**src/rtl/sender_pkg.sv**
```systemverilog
// ---------------------------------------------------------------------------
// sender_pkg
// Shared types and constants for the HDMI sender frame sequencer.
//   seq_state_t  : sequencer states (IDLE, ARMED, FETCH, DRAIN)
//   FRAME_CNT_W  : width of the completed-frame counter
//   CREDIT_W     : width of the outstanding-line counter (MAX_OUT <= 7)
// ---------------------------------------------------------------------------
package sender_pkg;

    typedef enum logic [1:0] {
        IDLE  = 2'd0,
        ARMED = 2'd1,
        FETCH = 2'd2,
        DRAIN = 2'd3
    } seq_state_t;

    localparam int FRAME_CNT_W = 16;
    localparam int CREDIT_W    = 3;

endpackage

```
**src/rtl/sender_credit_cnt.sv**
```systemverilog
// ---------------------------------------------------------------------------
// sender_credit_cnt
// Counts lines requested from the fetcher but not yet reported done.
// Ports:
//   ACLK, ARESETN : clock, asynchronous active-low reset
//   inc           : a line request was accepted this cycle
//   dec           : a line finished this cycle (ignored while count is 0)
//   count         : registered outstanding count
//   below_max     : the count after this cycle's update is below MAX_OUT
//                   (combinational, lets the sequencer issue in the same edge)
// ---------------------------------------------------------------------------
module sender_credit_cnt
    import sender_pkg::*;
#(
    parameter int MAX_OUT = 2
) (
    input  logic                ACLK,
    input  logic                ARESETN,
    input  logic                inc,
    input  logic                dec,
    output logic [CREDIT_W-1:0] count,
    output logic                below_max
);

    logic                w_dec_ok;
    logic [CREDIT_W-1:0] w_count_next;

    always_comb begin
        // A done pulse with nothing outstanding is spurious; drop it so the
        // count cannot wrap below zero.
        w_dec_ok     = dec && (count != '0);
        w_count_next = count;
        if (inc && !w_dec_ok) begin
            w_count_next = count + CREDIT_W'(1);
        end else if (!inc && w_dec_ok) begin
            w_count_next = count - CREDIT_W'(1);
        end
    end

    assign below_max = (w_count_next < CREDIT_W'(MAX_OUT));

    always_ff @(posedge ACLK or negedge ARESETN) begin
        if (!ARESETN) begin
            count <= '0;
        end else begin
            count <= w_count_next;
        end
    end

endmodule

```
**src/rtl/sender_frame_seq.sv**
```systemverilog
// ---------------------------------------------------------------------------
// sender_frame_seq
// Sequences one HDMI sender frame at a time: on FRAME_START it requests lines
// 0..LINES-1 from the pixel line fetcher, never holding more than MAX_OUT
// lines outstanding, and flags an underrun when a new frame starts before the
// previous one has been fully fetched.
//
// Optional feature (macro SENDER_FRAME_CNT_EN): adds the FRAME_CNT output, a
// wrapping count of frames that drained without underrun.
//
// Ports:
//   ACLK, ARESETN  : clock, asynchronous active-low reset
//   SENDER_GO      : run enable level from the control registers
//   SENDER_RUN     : high whenever the sequencer is not IDLE
//   FRAME_START    : 1-cycle pulse at the start of vertical blanking
//   REQ_VALID/REQ_READY/REQ_LINE : line request handshake to the fetcher
//   LINE_DONE      : 1-cycle pulse, one requested line fully fetched
//   UNDERRUN       : sticky underrun flag; UNDERRUN_CLR clears it
//   DBG_STATE      : current sequencer state (seq_state_t encoding)
//   FRAME_CNT      : completed-frame count (SENDER_FRAME_CNT_EN only)
//
// Request handshake: a request transfers on a cycle where REQ_VALID and
// REQ_READY are both high. Once REQ_VALID is raised it stays high and
// REQ_LINE stays constant until that transfer, even if the frame is aborted.
// All outputs are registered.
// ---------------------------------------------------------------------------
module sender_frame_seq
    import sender_pkg::*;
#(
    parameter int LINES   = 480,
    parameter int LINE_W  = 10,
    parameter int MAX_OUT = 2
) (
    input  logic              ACLK,
    input  logic              ARESETN,
    input  logic              SENDER_GO,
    output logic              SENDER_RUN,
    input  logic              FRAME_START,
    output logic              REQ_VALID,
    input  logic              REQ_READY,
    output logic [LINE_W-1:0] REQ_LINE,
    input  logic              LINE_DONE,
    output logic              UNDERRUN,
    input  logic              UNDERRUN_CLR,
    output logic [1:0]        DBG_STATE
`ifdef SENDER_FRAME_CNT_EN
    ,
    output logic [FRAME_CNT_W-1:0] FRAME_CNT
`endif
);

    // Line index needs one extra bit so that LINES itself is representable.
    localparam int               NL_W    = LINE_W + 1;
    localparam logic [NL_W-1:0]  LINES_C = NL_W'(LINES);

    seq_state_t          r_state;
    seq_state_t          w_state_next;
    logic [NL_W-1:0]     r_next_line;
    logic [NL_W-1:0]     w_next_line_next;
    logic [NL_W-1:0]     w_line_after;
    logic                w_req_valid_next;
    logic [LINE_W-1:0]   w_req_line_next;
    logic                w_underrun_next;
    logic                w_accept;
    logic                w_below_max;
    logic [CREDIT_W-1:0] w_outstanding;
    logic                w_frame_go;
    logic                w_drain_exit;
    logic                w_urun_set;

    assign w_accept     = REQ_VALID && REQ_READY;
    assign w_line_after = r_next_line + NL_W'(1);
    assign w_frame_go   = (r_state == ARMED) && SENDER_GO && FRAME_START;
    assign w_drain_exit = (r_state == DRAIN) && (w_outstanding == '0) && !REQ_VALID;
    assign w_urun_set   = FRAME_START && ((r_state == FETCH) || (r_state == DRAIN));
    assign DBG_STATE    = r_state;

    sender_credit_cnt #(
        .MAX_OUT (MAX_OUT)
    ) u_credit (
        .ACLK      (ACLK),
        .ARESETN   (ARESETN),
        .inc       (w_accept),
        .dec       (LINE_DONE),
        .count     (w_outstanding),
        .below_max (w_below_max)
    );

    always_comb begin
        w_state_next     = r_state;
        w_req_valid_next = REQ_VALID;
        w_req_line_next  = REQ_LINE;
        w_next_line_next = r_next_line;
        w_underrun_next  = UNDERRUN;

        case (r_state)
            IDLE: begin
                if (SENDER_GO) begin
                    w_state_next = ARMED;
                end
            end
            ARMED: begin
                if (!SENDER_GO) begin
                    w_state_next = IDLE;
                end else if (FRAME_START) begin
                    w_state_next     = FETCH;
                    w_req_valid_next = 1'b1;
                    w_req_line_next  = '0;
                    w_next_line_next = '0;
                end
            end
            FETCH: begin
                if (w_accept) begin
                    w_next_line_next = w_line_after;
                end
                if (FRAME_START) begin
                    // Abort: stop issuing, but a pending request must still
                    // complete its handshake.
                    w_state_next     = DRAIN;
                    w_req_valid_next = REQ_VALID && !w_accept;
                end else if (w_accept && (w_line_after == LINES_C)) begin
                    w_state_next     = DRAIN;
                    w_req_valid_next = 1'b0;
                end else if (REQ_VALID && !w_accept) begin
                    w_req_valid_next = 1'b1;
                end else if (w_below_max) begin
                    w_req_valid_next = 1'b1;
                    w_req_line_next  = w_next_line_next[LINE_W-1:0];
                end else begin
                    w_req_valid_next = 1'b0;
                end
            end
            DRAIN: begin
                if (w_accept) begin
                    w_req_valid_next = 1'b0;
                end
                if (w_drain_exit) begin
                    w_state_next = SENDER_GO ? ARMED : IDLE;
                end
            end
            default: begin
                w_state_next     = IDLE;
                w_req_valid_next = 1'b0;
            end
        endcase

        // Setting wins over a simultaneous clear.
        if (w_urun_set) begin
            w_underrun_next = 1'b1;
        end else if (UNDERRUN_CLR) begin
            w_underrun_next = 1'b0;
        end
    end

    always_ff @(posedge ACLK or negedge ARESETN) begin
        if (!ARESETN) begin
            r_state     <= IDLE;
            r_next_line <= '0;
            REQ_VALID   <= 1'b0;
            REQ_LINE    <= '0;
            UNDERRUN    <= 1'b0;
            SENDER_RUN  <= 1'b0;
        end else begin
            r_state     <= w_state_next;
            r_next_line <= w_next_line_next;
            REQ_VALID   <= w_req_valid_next;
            REQ_LINE    <= w_req_line_next;
            UNDERRUN    <= w_underrun_next;
            SENDER_RUN  <= (w_state_next != IDLE);
        end
    end

`ifdef SENDER_FRAME_CNT_EN
    logic                   r_frame_bad;
    logic [FRAME_CNT_W-1:0] r_frame_cnt;

    // r_frame_bad marks a frame that saw an underrun; an underrun on the
    // exit cycle itself also disqualifies the frame.
    always_ff @(posedge ACLK or negedge ARESETN) begin
        if (!ARESETN) begin
            r_frame_bad <= 1'b0;
            r_frame_cnt <= '0;
        end else begin
            if (w_frame_go) begin
                r_frame_bad <= 1'b0;
            end else if (w_urun_set) begin
                r_frame_bad <= 1'b1;
            end
            if (w_drain_exit && !r_frame_bad && !FRAME_START) begin
                r_frame_cnt <= r_frame_cnt + FRAME_CNT_W'(1);
            end
        end
    end

    assign FRAME_CNT = r_frame_cnt;
`endif

endmodule

```
**config.mk**
```make
export PLATFORM = sky130hd
export DESIGN_NAME = sender_frame_seq
export DESIGN_NICKNAME = d
export VERILOG_FILES = /design/src/rtl/sender_pkg.sv /design/src/rtl/sender_credit_cnt.sv /design/src/rtl/sender_frame_seq.sv
export SDC_FILE = /design/constraint.sdc
export NUM_CORES = 1
export LEC_CHECK = 0
export CAP_MARGIN = 20
export CORE_MARGIN = 2
export CORE_UTILIZATION = 35
export CTS_BUF_LIST = sky130_fd_sc_hd__clkbuf_8
export DETAILED_ROUTE_END_ITERATION = 12
export PLACE_DENSITY = 0.59
export SLEW_MARGIN = 20
export SYNTH_ARGS = -nofsm -noshare
export SYNTH_HDL_FRONTEND = slang
export SYNTH_HIERARCHICAL = 1
export SYNTH_SLANG_ARGS = --single-unit
```
**constraint.sdc**
```tcl
create_clock -name ACLK -period 3.37 [get_ports ACLK]
set_clock_uncertainty 0.05 [all_clocks]
set_input_delay 0.8425 -clock ACLK [delete_from_list [all_inputs] [get_ports ACLK]]
set_output_delay 0.8425 -clock ACLK [all_outputs]
set_load 0.03 [all_outputs]
```
* Word-level counts from Yosys, hierarchy flattened
Cells that the tools add are included.
** Operators by class
- Reductions and logical operators :: 24
- Mux-type cells :: 31
- $lt $le $gt $ge :: 1
- Add/subtract/negate cells :: 3
- Eq/ne operators :: 12
** Operator list (count)
- 2-to-1 mux 10 bit :: 6
- 2-to-1 mux 11 bit :: 3
- case mux 11 bit (2 select lines) :: 1
- case mux 10 bit (2 select lines) :: 1
- 2-to-1 mux 2 bit :: 6
- adder 11 x 1 -> 11 bit, second input constant :: 1
- equality test 11 x 9 -> 1 bit, second input constant :: 1
- 2-to-1 mux 1 bit :: 10
- != test 2 bit, second input constant :: 5
- logical AND 1 bit :: 9
- case mux 2 bit (4 select lines) :: 1
- AND reduction 4 bit :: 2
- AND reduction 7 bit :: 1
- 2-to-1 mux 3 bit :: 2
- != test 2 x 1 -> 1 bit, second input constant :: 3
- nonzero test 2 bit :: 3
- nonzero test 3 bit :: 2
- equality test 2 bit, second input constant :: 2
- adder 3 x 1 -> 3 bit, second input constant :: 1
- logical NOT 1 bit :: 3
- logical NOT 3 bit :: 1
- < comparator 3 x 2 -> 1 bit, second input constant :: 1
- case mux 1 bit (3 select lines) :: 1
- AND reduction 3 bit :: 1
- other kinds (4) :: 4
** Word-level totals
- Output and inout port bits :: 15
- Register bits after elaboration :: 29
- Input port bits :: 7
- Word-level logic and storage cells :: 79

* Longest topological paths before layout
Gate-level depths: netlist of run 1.
- Depth in word-level cells :: 11
- Gate-level depth with buffers :: 14
- Gate-level depth less buffers :: 14

* Cells and area by module
The synthesis of run 1 kept the hierarchy.
** Modules (own cells, without submodules)
- sender_frame_seq :: cells each 169, times used 1, sequential area each 650.6 sq um, area each 1550.2 sq um
- sender_credit_cnt :: cells each 28, times used 1, sequential area each 75.1 sq um, area each 245.2 sq um

* Worst setup path after synthesis of run 1
No wires, ideal clock.
- Path kind :: in2reg
- Start point :: input port REQ_READY
- End point :: register REQ_LINE[0]
- Stages :: 11
- Buffers on the path :: 0
- Data arrival time :: 2705 ps
- Setup slack :: 537 ps
- Library setup time :: 78 ps
- Required time :: 3242 ps
- Cell sequence :: nand2_1 -> inv_1 -> ha_1 -> and4b_1 -> a211oi_2 -> nor2_1 -> nand2_1 -> a2bb2oi_1 -> and2_1 -> nand2_1 -> o2bb2ai_1
** On the way
- Word-level cells in the longest chain between the ends :: 8
- Elaborated cells between the ends (all ways) :: 19
- Classes of those cells :: 1 x order compare; 3 x eq/ne; 8 x mux; 7 x reduce/logical
** RTL lines
- start: declaration :: RTL line sender_frame_seq.sv:40 : input logic REQ_READY,
- logical AND 1 bit * :: RTL line sender_frame_seq.sv:71 : assign w_accept = REQ_VALID && REQ_READY;
- named net w_accept :: RTL line sender_frame_seq.sv:64 : logic w_accept;
- logical NOT 1 bit :: RTL line sender_credit_cnt.sv:35 : end else if (!inc && w_dec_ok) begin
- logical AND 1 bit :: RTL line sender_credit_cnt.sv:35
- 2-to-1 mux 3 bit :: RTL line sender_credit_cnt.sv:35
- 2-to-1 mux 3 bit * :: RTL line sender_credit_cnt.sv:33 : if (inc && !w_dec_ok) begin
- named net u_credit.w_count_next[2] :: RTL line sender_credit_cnt.sv:26 : logic [CREDIT_W-1:0] w_count_next;
- < comparator 3 x 2 -> 1 bit * :: RTL line sender_credit_cnt.sv:40 : assign below_max = (w_count_next < CREDIT_W'(MAX_OUT));
- named net w_below_max :: RTL line sender_frame_seq.sv:65 : logic w_below_max;
- != test 2 x 1 -> 1 bit (no source line) *
- AND reduction 7 bit (no source line) *
- end signal: assignment :: RTL line sender_frame_seq.sv:167 : REQ_LINE <= w_req_line_next;
- end: declaration :: RTL line sender_frame_seq.sv:41 : output logic [LINE_W-1:0] REQ_LINE,
The timed path passes the listed nets; every way through them passes the cells marked *. The select of a mux whose other input is x is not followed.
A chain may end at the register's enable or synchronous reset.

* Final worst setup path of run 1
- Start point :: input port REQ_READY
- End point :: register REQ_LINE[3]
The elaborated chain is that of the path after synthesis.

==> results of run 1 <==
state kept, by name (all words and copies together) (netlist names):
name / flops
DBG_STATE: 2
REQ_LINE: 10
REQ_VALID: 1
SENDER_RUN: 1
UNDERRUN: 1
r_next_line: 11
u_credit/count: 3
cell type report:
class                      count  area share (%)
clock buffer                   6            3.75
clock inverter                 2            1.53
inverter                      10            1.70
multi-input combinational    147            44.9
sequential                    29            32.9
tap                           70            3.98
timing repair buffer          26            11.2
worst paths after layout:
check	startpoint	to	cells after the start	slack (ps)
setup / recovery	REQ_READY	REQ_LINE[3]	12	460
hold / removal	REQ_LINE[0]	REQ_LINE[0]	1	430
setup reg to reg	u_credit/count[0]	REQ_LINE[3]	13	800
hold reg to reg	REQ_LINE[0]	REQ_LINE[0]	1	430
max in group asynchronous	ARESETN	u_credit/count[1]	2	2100
min in group asynchronous	ARESETN	r_next_line[6]	2	900
cells in the final DEF (no fill, tap or decap), drive strengths merged, types with 2 or more instances in the layout:
cell type / count
dfrtp: 29
clkdlybuf4s50: 21
nor2: 20
nand2: 18
o21ai: 17
inv: 11
nand3: 9
a21oi: 9
o2bb2ai: 8
nand4: 8
o31ai: 7
ha: 7
clkbuf: 6
xor2: 5
buf: 5
and2: 5
xnor2: 4
and3: 3
nor2b: 2
and4b: 2
nand2b: 2
a31oi: 2
a22o: 2
a2111oi: 2
a211oi: 2
cells by family (layout without fill, tap and decap cells):
logic type | count (synthesis) | after routing | share of synthesized area (%)
buffers and inverters | 21 | 44 | 4.53
xor gates and xnor gates | 9 | 9 | 4.39
and+or+nand+nor | 76 | 76 | 23.0
muxes | 1 | 1 | 0.558
DFF | 29 | 29 | 40.4
AOI/OAI and AO/OA | 54 | 54 | 22.2
adders and majority gates | 7 | 7 | 4.88
worst max-delay path, delay by kind of cell:
kind | cells | cell delay, ps
adders and majority gates | 1 | 270
buffers and inverters | 3 | 760
and+or+nand+nor | 4 | 500
AOI/OAI and AO/OA | 4 | 660
synth_stat cells, drive strengths merged:
library cell  count
o31ai             7
or3               1
o41ai             1
nor3b             1
and3              3
xnor2             4
a32o              1
nand3             9
a21o              1
nand2b            2
nand4             8
ha                7
nand2            18
clkbuf           10
xor2              5
o2bb2ai           8
inv              10
a2bb2oi           1
a21oi             9
o21ai            17
and4              1
dfrtp            29
nand3b            1
mux2i             1
a22o              2
nor2             20
a31oi             2
a2111oi           2
or4b              1
and2              5
nor4              1
o211ai            1
nor2b             2
and4b             2
buf               1
nand4b            1
a211oi            2
routing by layer:
| layer | up-vias | wire length [µm] | global-route usage (%) |
|---|---|---|---|
| li1 | 757 | - | - |
| met1 | 693 | 2040 | 23.0 |
| met2 | 29 | 1810 | 22.2 |
| met3 | 7 | 165 | 3.70 |
| met4 | 0 | 69 | 6.43 |
| met5 | - | 0 | 0 |
power groups by stage:
stage	registers (mW)	logic, mW	clock network, mW
after floorplan	0.549	0.293	0
after global placement	0.515	0.508	0
after detailed placement	0.511	0.509	0
after CTS	0.506	0.511	0.376
after global routing	0.521	0.572	0.390
final	0.507	0.509	0.368
per-stage QoR:
step / cell area, µm² / total power [mW]
3_5_place_dp: 2090 / 1.02
3_3_place_gp: 2090 / 1.02
2_1_floorplan: 1800 / 0.842
5_1_grt: 2200 / 1.48
6_report: 2200 / 1.38
4_1_cts: 2200 / 1.39
==> flow_metrics.tcl, run 1 <==
set metrics [dict create \
    syn_area_um2 1800 \
    area_growth_pct 22.7 \
    core_um2 5040 \
    p_clk_share_pct 26.6 \
    track_usage_pct 15.7 \
    antennaDiodeCount 0 \
    clock-sinks 29 \
    ir_drop_mv 0.358 \
    dpl.cell_count 282 \
    yosysWarnings 6 \
    critical_path_class "in -> reg" \
    hold_viol_final 0 \
    final-setup-viol-count 0 \
    grt_overflow 0 \
    n_fill_cell 476 \
    multi_input_area_um2 988 \
    ant_nets 0 \
    dp_slack_ps 152 \
    relSlewSlack_pct 54.5 \
    start_util_pct 35.6 \
    ys_ff_latch 29 \
    outcome "completed" \
    synthesis.nets 211 \
    synth_top_area_cell "dfrtp_1" \
    die_x_um 75.6 \
    cts_tree "yes" \
    path_max_fanout 10 \
    num-nets-final 233 \
    seqCellArea_um2 726 \
    p_per_area_nw_per_um2 628 \
    fin_crit_sh_pct 86.3 \
    first_global_vias 1336 \
    switching_power_mw 0.535 \
    final_cells 290 \
    drive_gt1_share_pct 10.0 \
    cts-hold-fix-buffers 0 \
    cts_resized 0 \
    insertion_delay_ps 280 \
    crit_chain "clkdlybuf4s50_1, nand2_1, inv_1, ha_1, and3_2, a211oi_2, nor2_1, nand2_1, a2bb2oi_1, buf_4, o21ai_4, a22o_1" \
    seqPwrFrac_pct 36.6 \
    hold_class "reg -> reg" \
    place_congestion 0.853 \
    cp-end-kind "flop" \
    antenna_found_initial 0 \
    crit_top_cell "nand2_1" \
    dr.pass1.iters 4 \
    die_area_um2 5720 \
    slowest_delay_ps 480 \
    drt-total-wl_um 4080 \
    cts_max_level 2 \
    start_kind "input port" \
    maxCapViolations 0 \
    holdWs_ps 434 \
    drt_iter0_drc 81 \
    rsz0062_at_grt "no" \
    worstPathRequired_ps 3490 \
    worstPathArrival_ps 3030 \
    path_clk_slew_ps 70 \
    ctsLongestPathBuffers 2 \
    yosysTopAreaCellShare_pct 40.4 \
    fin_ws_ps 460 \
    port_buffers 21 \
    utilization_pct 43.7 \
    setup_tns_ps 0 \
    synthCells 197 \
    p_int_mw 0.849 \
    seq_area_frac_synth_pct 40.4 \
    std_cell_rows 26 \
    p_leak_nw 0.924 \
    grt_pass1_wl_um 6610 \
    drc 0 \
    cts_root_buf "clkbuf_8" \
    synthTopCellsByArea "dfrtp_1 (40%), ha_1 (4.9%), nor2_1 (4.2%)" \
    finalCriticalPeriod_ps 2910 \
    cts_setup_buffers 0 \
    vias 1486 \
    final_max_slew_viol_count 0 \
    yosysUniqueCellTypes 46 \
    numCtsBuffers 5 \
    max_freq_mhz 344 \
    wl_per_cell_um 14.1 \
    critical-path-slowest-cell "clkdlybuf4s50_1" \
    avgViaCountPerCell 5.12 \
    hpwlAfterDp_um 2970 \
    tightestPinTransition_ps 682 \
    grt_max_degree 30 \
    pwr-share-comb_pct 36.8 \
    swShare_pct 38.6 \
    ioPinCount 22 \
    postSynthAreaPerCell_um2 9.11 \
    die_h_um 75.6 \
]
No activity file was read; power rests on OpenSTA's default activity.
==> run 2: changes to the inputs <==
- RECOVER_POWER: unset -> 50
==> flow_metrics.tcl, run 2 (synthesized netlist as in run 1, its figures left out) <==
set metrics [dict create \
    clock-sinks 29 \
    top_layer "met4" \
    final_cell_mix "dfrtp_1 (29), nor2_1 (20), nand2_1 (17), clkdlybuf4s50_1 (17), o21ai_0 (15)" \
    worstPathArrival_ps 3010 \
    regToRegSetupSlack_ps 800 \
    track_usage_pct 15.7 \
    finalCriticalPeriod_ps 2910 \
    antennaDiodeCount 0 \
    outcome "complete, but fails checks" \
    grt_max_degree 30 \
    grt_pass1_wl_um 6610 \
    die_area_um2 5720 \
    avgViaCountPerCell 5.15 \
    ir_drop_mv 0.357 \
    numCtsBuffers 5 \
    max_freq_mhz 344 \
    cts_tree "yes" \
    setup_tns_ps 0 \
    wl_met1_um 2030 \
    relSlewSlack_pct -4.51 \
    cts-hold-fix-buffers 0 \
    antenna_found_initial 0 \
    worstPathRequired_ps 3470 \
    cp-end-kind "flop" \
    critical-path-slowest-cell "clkdlybuf4s50_1" \
    start_kind "input port" \
    drt_iter0_drc 61 \
    die_h_um 75.6 \
    std_cell_rows 26 \
    path_buf_inv 3 \
    largest_reg_flops 11 \
    first_global_vias 1336 \
    hpwlAfterDp_um 2970 \
    final-setup-viol-count 0 \
    drt-total-wl_um 4090 \
    die_x_um 75.6 \
    hold_viol_final 0 \
    wl_met2_um 1810 \
    reg.largest.list "r_next_line x11, REQ_LINE x10, u_credit/count x3" \
    tightestPinTransition_ps 1570 \
    maxCapViolations 1 \
    path_max_fanout 8 \
    vias 1494 \
    met3WireLength_um 185 \
    rsz0062_at_grt "no" \
    crit_top_cell "nand2_1" \
    critical_path_class "in -> reg" \
    ant_nets 0 \
    n_fill_cell 478 \
    p_per_area_nw_per_um2 629 \
    fin_crit_sh_pct 86.3 \
    port_buffers 21 \
    drc 0 \
    final_max_slew_viol_count 30 \
    slowest_delay_ps 470 \
    insertion_delay_ps 280 \
    cts_setup_buffers 0 \
    p_leak_nw 0.914 \
    total_power_mw 1.38 \
    dr.pass1.iters 4 \
    place_congestion 0.853 \
    final_common_cell "dfrtp_1" \
    num-nets-final 233 \
    crit_family "simple AND/OR/NAND/NOR gates" \
    hold_class "reg -> reg" \
    cts_max_level 2 \
    start_util_pct 35.6 \
    wl_per_cell_um 14.1 \
    cts_resized 0 \
    core_um2 5040 \
    ioPinCount 22 \
    crit_chain "clkdlybuf4s50_1, nand2_1, inv_1, inv_1, ha_1, and2_1, o31ai_1, nor2_1, nand2_1, a2bb2oi_1, and2_1, nand2_1, o2bb2ai_1" \
    area_growth_pct 22.0 \
    ctsLongestPathBuffers 2 \
    utilization_pct 43.4 \
    drive_gt1_share_pct 8.64 \
    violations "capacitance limit, slew limit" \
    grt_overflow 0 \
    regMostFlops "r_next_line" \
    cts_root_buf "clkbuf_8" \
    path_clk_slew_ps 60 \
]
[run 2: changes by cell type in the layout (fill, tap and decap cells not counted), sizes merged]
cell	previous run	this run
clkdlybuf4s50	21	17
dlygate4sd3	0	4
buf	5	3
clkbuf	6	8
[run 2: area by class of cell]
type | instances | area, µm² | area share (%)
Timing Repair Buffer | 26 | 240 | 11.0
Multi-Input combinational cell | 147 | 983 | 44.9
Clock inverter | 2 | 33.8 | 1.54
Sequential cell | 29 | 726 | 33.1
Inverter | 10 | 37.5 | 1.71
Tap cell | 70 | 87.6 | 4.00
Clock buffer | 6 | 82.6 | 3.77
[run 2: per-stage QoR]
step                      hold WS (ps)  cell area (µm²)  instances  worst slack (ps)
after global routing               459             2190        290               171
after floorplan                    459             1800        197               537
after detailed placement           428             2090        282               152
after global placement             425             2090        282               191
after CTS                          441             2200        290               440
final                              434             2190        290               462
[run 2: worst paths after layout]
check / startpoint / to / depth (start not counted)
worst max register to register: u_credit/count[0] / REQ_LINE[3] / 13
worst min-delay path: REQ_LINE[0] / REQ_LINE[0] / 1
min in group asynchronous: ARESETN / r_next_line[6] / 2
worst max-delay path: REQ_READY / REQ_LINE[9] / 13
worst min register to register: REQ_LINE[0] / REQ_LINE[0] / 1
max in group asynchronous: ARESETN / SENDER_RUN / 2
[run 2: metal layers]
metal  up-vias  GRT usage [%]
met1       696           23.0
met4         0           6.43
li1        756              -
met3         7           3.70
met5         -              0
met2        35           22.2
[run 2: power breakdown]
part	switching (mW)	internal, mW	total [mW]
sequential	0.0960	0.411	0.507
combinational	0.306	0.194	0.501
clock	0.132	0.238	0.370
==> run 3: changes to the inputs <==
- CTS_CLUSTER_DIAMETER: unset -> 50
- clock period: 3.37 -> 2.9 ns (I/O delays scaled with it)
==> flow_metrics.tcl, run 3 (synthesized netlist as in run 1, its figures left out) <==
set metrics [dict create \
    track_usage_pct 15.8 \
    final_max_slew_viol_count 30 \
    hold_class "reg -> reg" \
    numCtsBuffers 5 \
    port_buffers 21 \
    finalCriticalPeriod_ps 2650 \
    p_per_area_nw_per_um2 698 \
    crit_chain "clkdlybuf4s50_1, nand2_1, inv_1, inv_1, ha_1, and4b_1, a211oi_2, nor2_1, nand2_1, a2bb2oi_2, and2_1, buf_4, a22o_1" \
    first_global_vias 1283 \
    relSlewSlack_pct -6.90 \
    tightestPinTransition_ps 1600 \
    drc 0 \
    vias 1530 \
    grt_overflow 0 \
    drt_iter0_drc 123 \
    grt_pass1_wl_um 6680 \
    critical_path_class "in -> reg" \
    cts_max_level 2 \
    die_area_um2 5720 \
    reg.largest.list "r_next_line x11, REQ_LINE x10, u_credit/count x3" \
    ctsLongestPathBuffers 2 \
    maxCapViolations 1 \
    die_x_um 75.6 \
    grt_max_degree 30 \
    final-setup-viol-count 0 \
    avgViaCountPerCell 5.19 \
    path_max_fanout 5 \
    num-nets-final 238 \
    worstPathRequired_ps 3030 \
    cts_tree "yes" \
    cts-hold-fix-buffers 0 \
    hpwlAfterDp_um 3010 \
    wl_per_cell_um 14.3 \
    max_freq_mhz 377 \
    clock-sinks 29 \
    final_cell_mix "dfrtp_1 (29), nor2_1 (19), clkdlybuf4s50_1 (19)" \
    violations "capacitance limit, slew limit" \
    slowest_delay_ps 470 \
    start_kind "input port" \
    placed_cell_area_um2 2120 \
    final_common_cell "dfrtp_1" \
    critical-path-slowest-cell "clkdlybuf4s50_1" \
    drive_gt1_share_pct 13.8 \
    path_clk_slew_ps 70 \
    ir_drop_mv 0.412 \
    ioPinCount 22 \
    cts_root_buf "clkbuf_8" \
    total_power_mw 1.56 \
    std_cell_rows 26 \
    regMostFlops "r_next_line" \
    utilization_pct 44.3 \
    insertion_delay_ps 280 \
    rsz0062_at_grt "no" \
    start_util_pct 35.6 \
    antenna_found_initial 0 \
    fin_crit_sh_pct 91.3 \
    antennaDiodeCount 0 \
    core_um2 5040 \
    place_congestion 0.814 \
    setup_tns_ps 0 \
    outcome "complete, but fails checks" \
    final_area_um2 2230 \
    drt-total-wl_um 4200 \
    holdWs_ps 442 \
    hold_viol_final 0 \
    dr.pass1.iters 4 \
    worstPathArrival_ps 2780 \
    ant_nets 0 \
    cp-end-kind "flop" \
    p_leak_nw 0.938 \
    die_h_um 75.6 \
    area_growth_pct 24.5 \
    largest_reg_flops 11 \
]
[run 3: changes by cell type in the layout (fill, tap and decap cells not counted), sizes merged]
cell           change
clkbuf             -2
bufinv             -1
dlygate4sd3        -2
clkdlybuf4s50      +2
clkinv             +2
buf                +6
[run 3: stage by stage]
step | worst slack, ps | cells
2_1_floorplan | 185 | 197
3_3_place_gp | -171 | 287
3_5_place_dp | -238 | 287
4_1_cts | 76.2 | 295
5_1_grt | 5.57 | 295
6_report | 251 | 295
[run 3: power breakdown]
group	total (mW)	leakage (nW)	switching (mW)	internal [mW]
sequential	0.578	0.385	0.100	0.478
combinational	0.665	0.504	0.391	0.273
clock	0.316	0.0491	0.154	0.162
total	1.56	0.938	0.645	0.913
[run 3: area by class of cell]
| cell class | instances | area, µm² |
|---|---|---|
| clock inverter | 3 | 13.8 |
| inverter | 10 | 37.5 |
| fill | 498 | 2810 |
| tap | 70 | 87.6 |
| timing repair buffer | 31 | 282 |
| clock buffer | 5 | 68.8 |
| multi-input combinational | 147 | 1020 |
| sequential | 29 | 726 |
[run 3: timing repair]
action                     4_1_cts  5_1_grt
setup endpoints to repair        0       10
buffers inserted                 0        0
resized for setup                0        6
[run 3: final timing paths]
check / from / endpoint / slack [ps] / cells past startpoint
worst max-delay path: REQ_READY / REQ_LINE[3] / 250 / 13
worst min-delay path: REQ_LINE[6] / REQ_LINE[6] / 440 / 1
worst max register to register: r_next_line[1] / REQ_VALID / 360 / 6
worst min register to register: REQ_LINE[6] / REQ_LINE[6] / 440 / 1
max in group asynchronous: ARESETN / REQ_LINE[0] / 530 / 2
min in group asynchronous: ARESETN / REQ_LINE[3] / 1340 / 2
[run 3: critical path, delay by kind of cell]
family,cells,cell delay [ps]
fa+ha+maj,1,250
buf+inv,4,770
simple gates,5,630
compound gates,3,390
[run 3: per-layer routing]
metal	wire, µm	global-route usage (%)	vias up	share of wire, %
met5	0	0	-	0
met4	57	5.26	0	1.4
met3	146	3.84	5	3.5
met2	1850	22.7	33	44
met1	2150	23.4	727	51
li1	-	-	765	-
